[src/rtl/fxp_sqrt_seq_pkg.sv]
// Shared types and constant helpers for the sequential fixed-point square root.
//   state_t   : controller states
//   calc_ni   : integer root bits for a WII-bit signed radicand
//   calc_rb   : total root bits resolved (integer + fraction + round guard)
//   calc_iter : clocks needed to resolve calc_rb bits at bpc bits per clock
//   sat_max   : largest positive value of a signed woi.wof result
package fxp_sqrt_seq_pkg;

  typedef enum logic [1:0] {
    IDLE = 2'd0,
    CALC = 2'd1,
    FIN  = 2'd2,
    DONE = 2'd3
  } state_t;

  function automatic int calc_ni(input int wii);
    return (wii + 1) / 2;
  endfunction

  function automatic int calc_rb(input int wii, input int wof, input int rnd);
    return calc_ni(wii) + wof + rnd;
  endfunction

  function automatic int calc_iter(input int rb, input int bpc);
    return (rb + bpc - 1) / bpc;
  endfunction

  function automatic logic [63:0] sat_max(input int woi, input int wof);
    return (64'd1 << (woi + wof - 1)) - 64'd1;
  endfunction

endpackage

[src/rtl/fxp_sqrt_step.sv]
// One restoring square-root digit step (purely combinational).
//   i_rem  : partial remainder so far
//   i_root : partial root so far (right-aligned)
//   i_bits : next two radicand bits, MSB first
//   o_rem  : updated remainder
//   o_root : root with one more bit appended
// The remainder is bounded by 2*root, so the NB+2 bit remainder never loses
// significant bits when shifted left by two.
module fxp_sqrt_step #(
  parameter int NB = 18
) (
  input  logic [NB+1:0] i_rem,
  input  logic [NB-1:0] i_root,
  input  logic [1:0]    i_bits,
  output logic [NB+1:0] o_rem,
  output logic [NB-1:0] o_root
);

  logic [NB+3:0] w_cur;
  logic [NB+3:0] w_trial;
  logic [NB+1:0] w_diff;
  logic          w_ge;

  assign w_cur   = {i_rem, i_bits};
  assign w_trial = {2'b00, i_root, 2'b01};
  assign w_ge    = (w_cur >= w_trial);
  // Low bits of the difference are exact whenever the subtract is kept.
  assign w_diff  = w_cur[NB+1:0] - w_trial[NB+1:0];

  assign o_rem  = w_ge ? w_diff : w_cur[NB+1:0];
  assign o_root = {i_root[NB-2:0], w_ge};

endmodule

[src/rtl/fxp_sqrt_seq.sv]
// Sequential digit-by-digit fixed-point square root with valid/ready on both
// sides. Signed WII.WIF radicand in, signed WOI.WOF root out, BPC root bits
// resolved per clock.
//   clk, rstn          : clock, synchronous active-low reset
//   i_valid / i_ready  : operand handshake (i_ready also follows o_ready in DONE)
//   in, i_tag          : radicand and user tag, captured on the accepting edge
//   o_valid / o_ready  : result handshake
//   out, o_tag         : root and the tag it belongs to
//   overflow           : root saturated to the largest positive output
//   neg                : radicand was negative (out forced to 0)
module fxp_sqrt_seq
  import fxp_sqrt_seq_pkg::*;
#(
  parameter int WII   = 10,
  parameter int WIF   = 10,
  parameter int WOI   = 6,
  parameter int WOF   = 12,
  parameter int ROUND = 1,
  parameter int BPC   = 1,
  parameter int WTAG  = 4
) (
  input  logic                 clk,
  input  logic                 rstn,
  input  logic                 i_valid,
  output logic                 i_ready,
  input  logic [WII+WIF-1:0]   in,
  input  logic [WTAG-1:0]      i_tag,
  output logic                 o_valid,
  input  logic                 o_ready,
  output logic [WOI+WOF-1:0]   out,
  output logic [WTAG-1:0]      o_tag,
  output logic                 overflow,
  output logic                 neg
);

  localparam int RB   = calc_rb(WII, WOF, ROUND);
  localparam int ITER = calc_iter(RB, BPC);
  // Bits actually resolved; any excess over RB shows up as leading zero
  // radicand pairs, so the root value is unaffected.
  localparam int NB   = ITER * BPC;
  localparam int RADW = 2 * NB;
  localparam int RW   = NB + 2;
  localparam int WO   = WOI + WOF;
  localparam int FRAC = 2 * (WOF + ROUND);
  localparam int EW   = RADW + WII + WIF;
  localparam int CW   = (ITER > 1) ? $clog2(ITER) : 1;
  localparam logic [63:0] SATMAX = sat_max(WOI, WOF);

  state_t          r_state, w_state_nx;
  logic [CW-1:0]   r_cnt;
  logic [RADW-1:0] r_rad;
  logic [RW-1:0]   r_rem;
  logic [NB-1:0]   r_root;
  logic [WTAG-1:0] r_tag;
  logic            r_neg;
  logic [WO-1:0]   r_out;
  logic            r_ovf;

  logic            w_accept;
  logic [EW-1:0]   w_ext, w_sh;
  logic [RADW-1:0] w_rad;
  logic [NB:0]     w_rnd;
  logic            w_big;

  // ---------------- radicand alignment ----------------
  // Negative operands still run the full iteration count; their magnitude is
  // irrelevant since the result is forced to zero.
  assign w_ext = in[WII+WIF-1] ? '0 : EW'(in[WII+WIF-2:0]);

  generate
    if (FRAC >= WIF) begin : g_lsh
      assign w_sh = w_ext << (FRAC - WIF);
    end else begin : g_rsh
      assign w_sh = w_ext >> (WIF - FRAC);
    end
  endgenerate

  assign w_rad = RADW'(w_sh);

  // ---------------- step chain ----------------
  logic [RW-1:0] w_rem  [BPC+1];
  logic [NB-1:0] w_root [BPC+1];

  assign w_rem[0]  = r_rem;
  assign w_root[0] = r_root;

  generate
    for (genvar b = 0; b < BPC; b++) begin : g_step
      fxp_sqrt_step #(.NB(NB)) u_step (
        .i_rem  (w_rem[b]),
        .i_root (w_root[b]),
        .i_bits (r_rad[RADW-1-2*b -: 2]),
        .o_rem  (w_rem[b+1]),
        .o_root (w_root[b+1])
      );
    end
  endgenerate

  // ---------------- controller ----------------
  always_ff @(posedge clk) begin
    if (!rstn) r_state <= IDLE;
    else       r_state <= w_state_nx;
  end

  always_comb begin
    w_state_nx = r_state;
    i_ready    = 1'b0;
    o_valid    = 1'b0;
    case (r_state)
      IDLE: begin
        i_ready = 1'b1;
        if (i_valid) w_state_nx = CALC;
      end
      CALC: if (r_cnt == '0) w_state_nx = FIN;
      FIN:  w_state_nx = DONE;
      DONE: begin
        o_valid = 1'b1;
        // Result drain and next accept may share one edge.
        i_ready = o_ready;
        if (o_ready) w_state_nx = i_valid ? CALC : IDLE;
      end
      default: w_state_nx = IDLE;
    endcase
  end

  assign w_accept = i_valid & i_ready;

  // ---------------- result rounding / saturation ----------------
  always_comb begin
    w_rnd = {1'b0, r_root};
    if (ROUND != 0) w_rnd = {2'b00, r_root[NB-1:1]} + {{NB{1'b0}}, r_root[0]};
    w_big = 64'(w_rnd) > SATMAX;
  end

  // ---------------- datapath ----------------
  always_ff @(posedge clk) begin
    if (!rstn) begin
      r_cnt  <= '0;
      r_rad  <= '0;
      r_rem  <= '0;
      r_root <= '0;
      r_tag  <= '0;
      r_neg  <= 1'b0;
      r_out  <= '0;
      r_ovf  <= 1'b0;
    end else begin
      if (w_accept) begin
        r_cnt  <= CW'(ITER - 1);
        r_rad  <= w_rad;
        r_rem  <= '0;
        r_root <= '0;
        r_tag  <= i_tag;
        r_neg  <= in[WII+WIF-1];
      end else if (r_state == CALC) begin
        r_rad  <= r_rad << (2 * BPC);
        r_rem  <= w_rem[BPC];
        r_root <= w_root[BPC];
        if (r_cnt != '0) r_cnt <= r_cnt - CW'(1);
      end
      if (r_state == FIN) begin
        if (r_neg) begin
          r_out <= '0;
          r_ovf <= 1'b0;
        end else if (w_big) begin
          r_out <= WO'(SATMAX);
          r_ovf <= 1'b1;
        end else begin
          r_out <= WO'(w_rnd);
          r_ovf <= 1'b0;
        end
      end
    end
  end

  assign out      = r_out;
  assign o_tag    = r_tag;
  assign overflow = r_ovf;
  assign neg      = r_neg;

endmodule

[config.mk]
export PLATFORM = sky130hd
export DESIGN_NAME = fxp_sqrt_seq
export DESIGN_NICKNAME = d
export VERILOG_FILES = /design/src/rtl/fxp_sqrt_seq_pkg.sv /design/src/rtl/fxp_sqrt_step.sv /design/src/rtl/fxp_sqrt_seq.sv
export SDC_FILE = /design/constraint.sdc
export NUM_CORES = 1
export LEC_CHECK = 0
export BUFFER_PORTS_ARGS = -buffer_cell sky130_fd_sc_hd__buf_2
export CAP_MARGIN = 25
export CORE_ASPECT_RATIO = 1.2
export CORE_UTILIZATION = 30
export DETAILED_ROUTE_END_ITERATION = 6
export GPL_TIMING_DRIVEN = 0
export PLACE_DENSITY = 0.48
export SYNTH_ARGS = -nofsm -noshare
export SYNTH_HDL_FRONTEND = slang
export SYNTH_HIERARCHICAL = 1
export SYNTH_SLANG_ARGS = --single-unit
[constraint.sdc]
create_clock -name clk -period 5.45 [get_ports clk]
set_input_delay 0.8175 -clock clk [delete_from_list [all_inputs] [get_ports clk]]
set_output_delay 0.8175 -clock clk [all_outputs]
set_load 0.05 [all_outputs]
Yosys cells after proc, flatten, opt, wreduce, memory -nomap -nowiden:

Index checks and enable logic that the tools add are counted.

* register bits after elaboration: 89
* logic and storage cells: 50
* input bits: 28
* output and inout bits: 26

* bitwise operators: 2
* multiplexer cells: 18
* $add $sub $neg: 3
* eq/ne operators: 6
* $lt $le $gt $ge: 2
* reductions and logical operators: 9

Operators by type and width (number)
* two-way mux 36 bit: 2
* two-way mux 18 bit: 2
* greater-or-equal comparator 22 x 20 -> 1 bit: 1
* two-way mux 20 bit: 1
* subtractor 20 bit: 1
* two-way mux 19 bit: 1
* adder 17 x 1 -> 18 bit: 1
* greater-than comparator 18 x 17 -> 1 bit (second input constant): 1
* two-way mux 5 bit: 3
* case mux 2 bit (4 select lines): 1
* two-way mux 2 bit: 3
* != test 2 bit (second input constant): 3
* zero test 5 bit: 1
* nonzero test 5 bit: 1
* subtractor 5 x 1 -> 5 bit (second input constant): 1
* == test 2 bit (second input constant): 2
* two-way mux 1 bit: 4
* AND reduction 2 bit: 2
* nonzero test 2 bit: 2
* AND reduction 3 bit: 1
* == test 2 x 1 -> 1 bit (second input constant): 1
* zero test 2 bit: 1
* case mux 1 bit (2 select lines): 1
* OR reduction 2 bit: 1
* 2 further kinds: 2

Logic depth before layout (Yosys ltp):

* depth in word-level cells: 5
* mapped depth: 13

Modules after synthesis:

Netlist, hierarchy kept.

Modules (own cells, without submodules)
* fxp_sqrt_seq: cells an instance 422, area each 3940.0 um^2, instances 1
* fxp_sqrt_step: cells an instance 209, area each 1569.0 um^2, instances 1

Worst setup path after synthesis:

Ideal clock, no wire load.

* path kind: reg-to-reg
* start point: register r_root[13]
* end point: register r_rem[3]
* cell stages (with the launch flop): 12
* library setup time: 0.128 ns
* period minus slack after synthesis: 2.633 ns
* setup slack: 2.817 ns
* required time: 5.322 ns
* path buffers: 1
* data arrival time: 2.505 ns
* path through: dfxtp_1 > inv_1 > ha_1 > a21o_1 > a221o_1 > a21oi_2 > o31ai_1 > o211ai_2 > buf_6 > mux2_4 > mux2i_1 > nor2_1

RTL lines
* start, declared: line fxp_sqrt_seq.sv:53 `logic [NB-1:0] r_root;`
* start signal, assigned: line fxp_sqrt_seq.sv:157 `r_root <= w_root[BPC];`
* end signal, assigned: line fxp_sqrt_seq.sv:156 `r_rem <= w_rem[BPC];`
* end, declared: line fxp_sqrt_seq.sv:52 `logic [RW-1:0] r_rem;`

==> out/metrics.cfg <==
[detailed_routing]
dr.pass1.iters = 4
wl_mm = 13.84
num_vias = 4591
drt_iter0_drc = 154
wire_per_inst_microns = 15.06
viasPerCell = 4.996
drc_errors = 0
postRouteAntennaNets = 0

[logic_synthesis]
synth_area_leaders = dfxtp_1, mux2i_1, ha_1
synth_edf_count = 0
netlist_area_sq_mm = 0.005509
yosys_warnings = 6
avgSynthCellArea_sq_um = 8.731
synthArstFlopShare_pct = 0
yosys.area.top_type = dfxtp_1
synth_seq_cells = 89
ys_seq_area_share_pct = 32.34
synth_top_area_share_pct = 32.34
synth.most_common_cell = dfxtp_1
synth_cell_types = 58
postSynthCellCount = 631
synth_ff_type = dfxtp_1
synthTopCellsByCount = dfxtp_1, mux2i_1, nor2_1
syn_nets = 688

[sta]
hold_violations = 0
setup_viol = 0
fin_crit_sh_pct = 56.53
period_needed_ps = 3081
clock.fmax_ghz = 0.3246
slew_headroom_pct = 38.66
tightest_slew_ps = 920.1
setup-tns-final_ps = 0
drv_slew = 0
rsz0062_at_grt = no
skew_ps = 6.177

[clock_tree]
cts_setup_buffers = 0
ctsResizeCount = 0
htree_levels = 3
cts-buffers-inserted = 9
clk_pin_slew_ps = 60
clk_path_buf_depth = 2
hold_buffers = 0
cts.sinks = 89
cts_tree = done
clock_latency_ps = 350
cts-root-buf = clkbuf_16

[worst_setup_path]
reg2reg_slack_ps = 2370
worstPathMaxFanout = 10
required_ps = 5660
critPathSlowestCell = dfxtp_1
r2r_cells = 11
worstPathArrival_ps = 3290
crit_chain = inv_1, ha_1, a21o_1, a221o_1, a21oi_2, o31ai_1, o211ai_2, buf_6, mux2_4, mux2i_1, nor2_1
worst_setup_path_end_kind = register
crit_family = compound AO/OA/AOI/OAI gates
rr_endpoint = r_rem[17]$_SDFFE_PP0P_
critical_path_class = register to register
critPathLaunchType = register
cp_num_buf_inv = 2
r2r-start = r_root[13]$_SDFFE_PP0P_
cpPeakStageDelay_ps = 490

[place]
hpwl_mm = 10.76
io_buffers = 52
globalplace.congestion = 0.8349

[job]
drv_cap = 0

[finish]
fin_nets = 751
utilization_pct = 35.81
area_delta_synth_final_pct = 15.53
drive_above_1_share_pct = 17.88
antennaDiodeCount = 0

[worst_hold_path]
min_path_cells = 2
min_from = o_tag[2]$_SDFFE_PN0P_
hold_end = o_tag[2]$_SDFFE_PN0P_
worstHoldPathType = register to register

[power]
ir_drop_mv = 0.3350
p_per_area_mw_per_mm2 = 472.1
leakage_uw = 0.002548

[die]
io_pins = 54
row_count = 53
die_y_microns = 150.4
fp.coreArea_sq_mm = 0.01777
start_util_pct = 31.00
die_w_microns = 125.7
die_area_sq_mm = 0.01891

[global_route]
grt_first_pass_wirelength_mm = 23.40
antenna_found_initial = 0
grt_use_total_pct = 15.69
grt_overflow = 0
grt_max_degree = 16
grt_pass1_vias = 4724

[run_status]
status = complete, no violations

per-layer routing:
metal / global-route usage (%) / up-vias / share of wire [%]
li1: - / 2359 / -
met1: 18.03 / 2132 / 45
met2: 28.17 / 75 / 49
met3: 2.843 / 25 / 2.9
met4: 7.378 / 0 / 2.8
met5: 0 / - / 0
stage by stage:
step	instance area (sq um)	hold slack (ps)	setup slack [ps]	instances	total power (uW)
floorplan	5509	458.6	2817	631	2041
global route	6365	483.9	2135	919	3215
global placement	6045	444.7	2401	903	2331
finish	6365	454.7	2369	919	3005
CTS	6365	456.8	2350	919	3048
detailed placement	6045	448.1	2361	903	2355
area by class of cell:
type | instances | area (sq um)
fill | 1862 | 11410
multi-input combinational | 449 | 3283
sequential | 89 | 1782
buffer | 53 | 294.0
tap | 220 | 275.3
timing repair buffer | 52 | 260.3
clock buffer | 9 | 225.2
inverter | 40 | 150.1
clock inverter | 7 | 95.09
worst reg2reg max path, delay by kind of cell (launching register included):
family,cells,cell delay [ps]
AND/OR/NAND/NOR,1,60
buffers and inverters,2,350
AO/OA/AOI/OAI,5,1230
adder cells (fa/ha/maj),1,380
flip-flops,1,490
multiplexers,2,450
cell usage in the layout, fill, tap and decap left out, types with 11 or more instances in the layout:
master,instances
dfxtp_1,89
nor2_1,59
mux2i_1,59
buf_2,55
a21oi_1,44
inv_1,40
nand2_1,31
ha_1,29
clkbuf_1,22
buf_4,18
mux2_4,17
o21ai_0,16
nand3_1,15
nor2b_1,13
nand3b_1,13
xnor2_1,13
xor2_1,12
o2bb2ai_1,12
nor3_1,11
nor4_1,11
report_power, final:
part           total [uW]  switching (uW)  internal, uW
Combinational        1550             834           712
Sequential            783            57.3           726
Clock                 676             275           401
Total                3010            1170          1840
flip-flops by register name (all words and copies together) (netlist names):
register and cells:
r_rem 20, r_root 18, r_cnt 5, overflow 1
o_tag 4, r_state 2, neg 1, out 18
r_rad 20
logic make-up after synthesis:
family / after synthesis / share of synthesized area (%)
flops: 89 / 32.34
fa+ha+maj: 29 / 6.586
xor+xnor: 25 / 3.975
simple gates: 189 / 17.51
compound gates: 124 / 14.94
mux: 82 / 16.58
buf+inv: 93 / 8.062
worst max path at each step:
stage	from	end	slack, ps	cells past startpoint
after floorplan	r_root[13]$_SDFFE_PP0P_	r_rem[3]$_SDFFE_PP0P_	2820	11
after global placement	r_root[7]$_SDFFE_PP0P_	r_rem[14]$_SDFFE_PP0P_	2400	11
after detailed placement	r_root[13]$_SDFFE_PP0P_	r_rem[14]$_SDFFE_PP0P_	2360	11
after CTS	r_root[13]$_SDFFE_PP0P_	r_rem[14]$_SDFFE_PP0P_	2350	11
after global routing	r_root[13]$_SDFFE_PP0P_	r_rem[18]$_SDFFE_PP0P_	2130	11
final	r_root[13]$_SDFFE_PP0P_	r_rem[17]$_SDFFE_PP0P_	2370	11
Power figures use the tool's default switching activity.
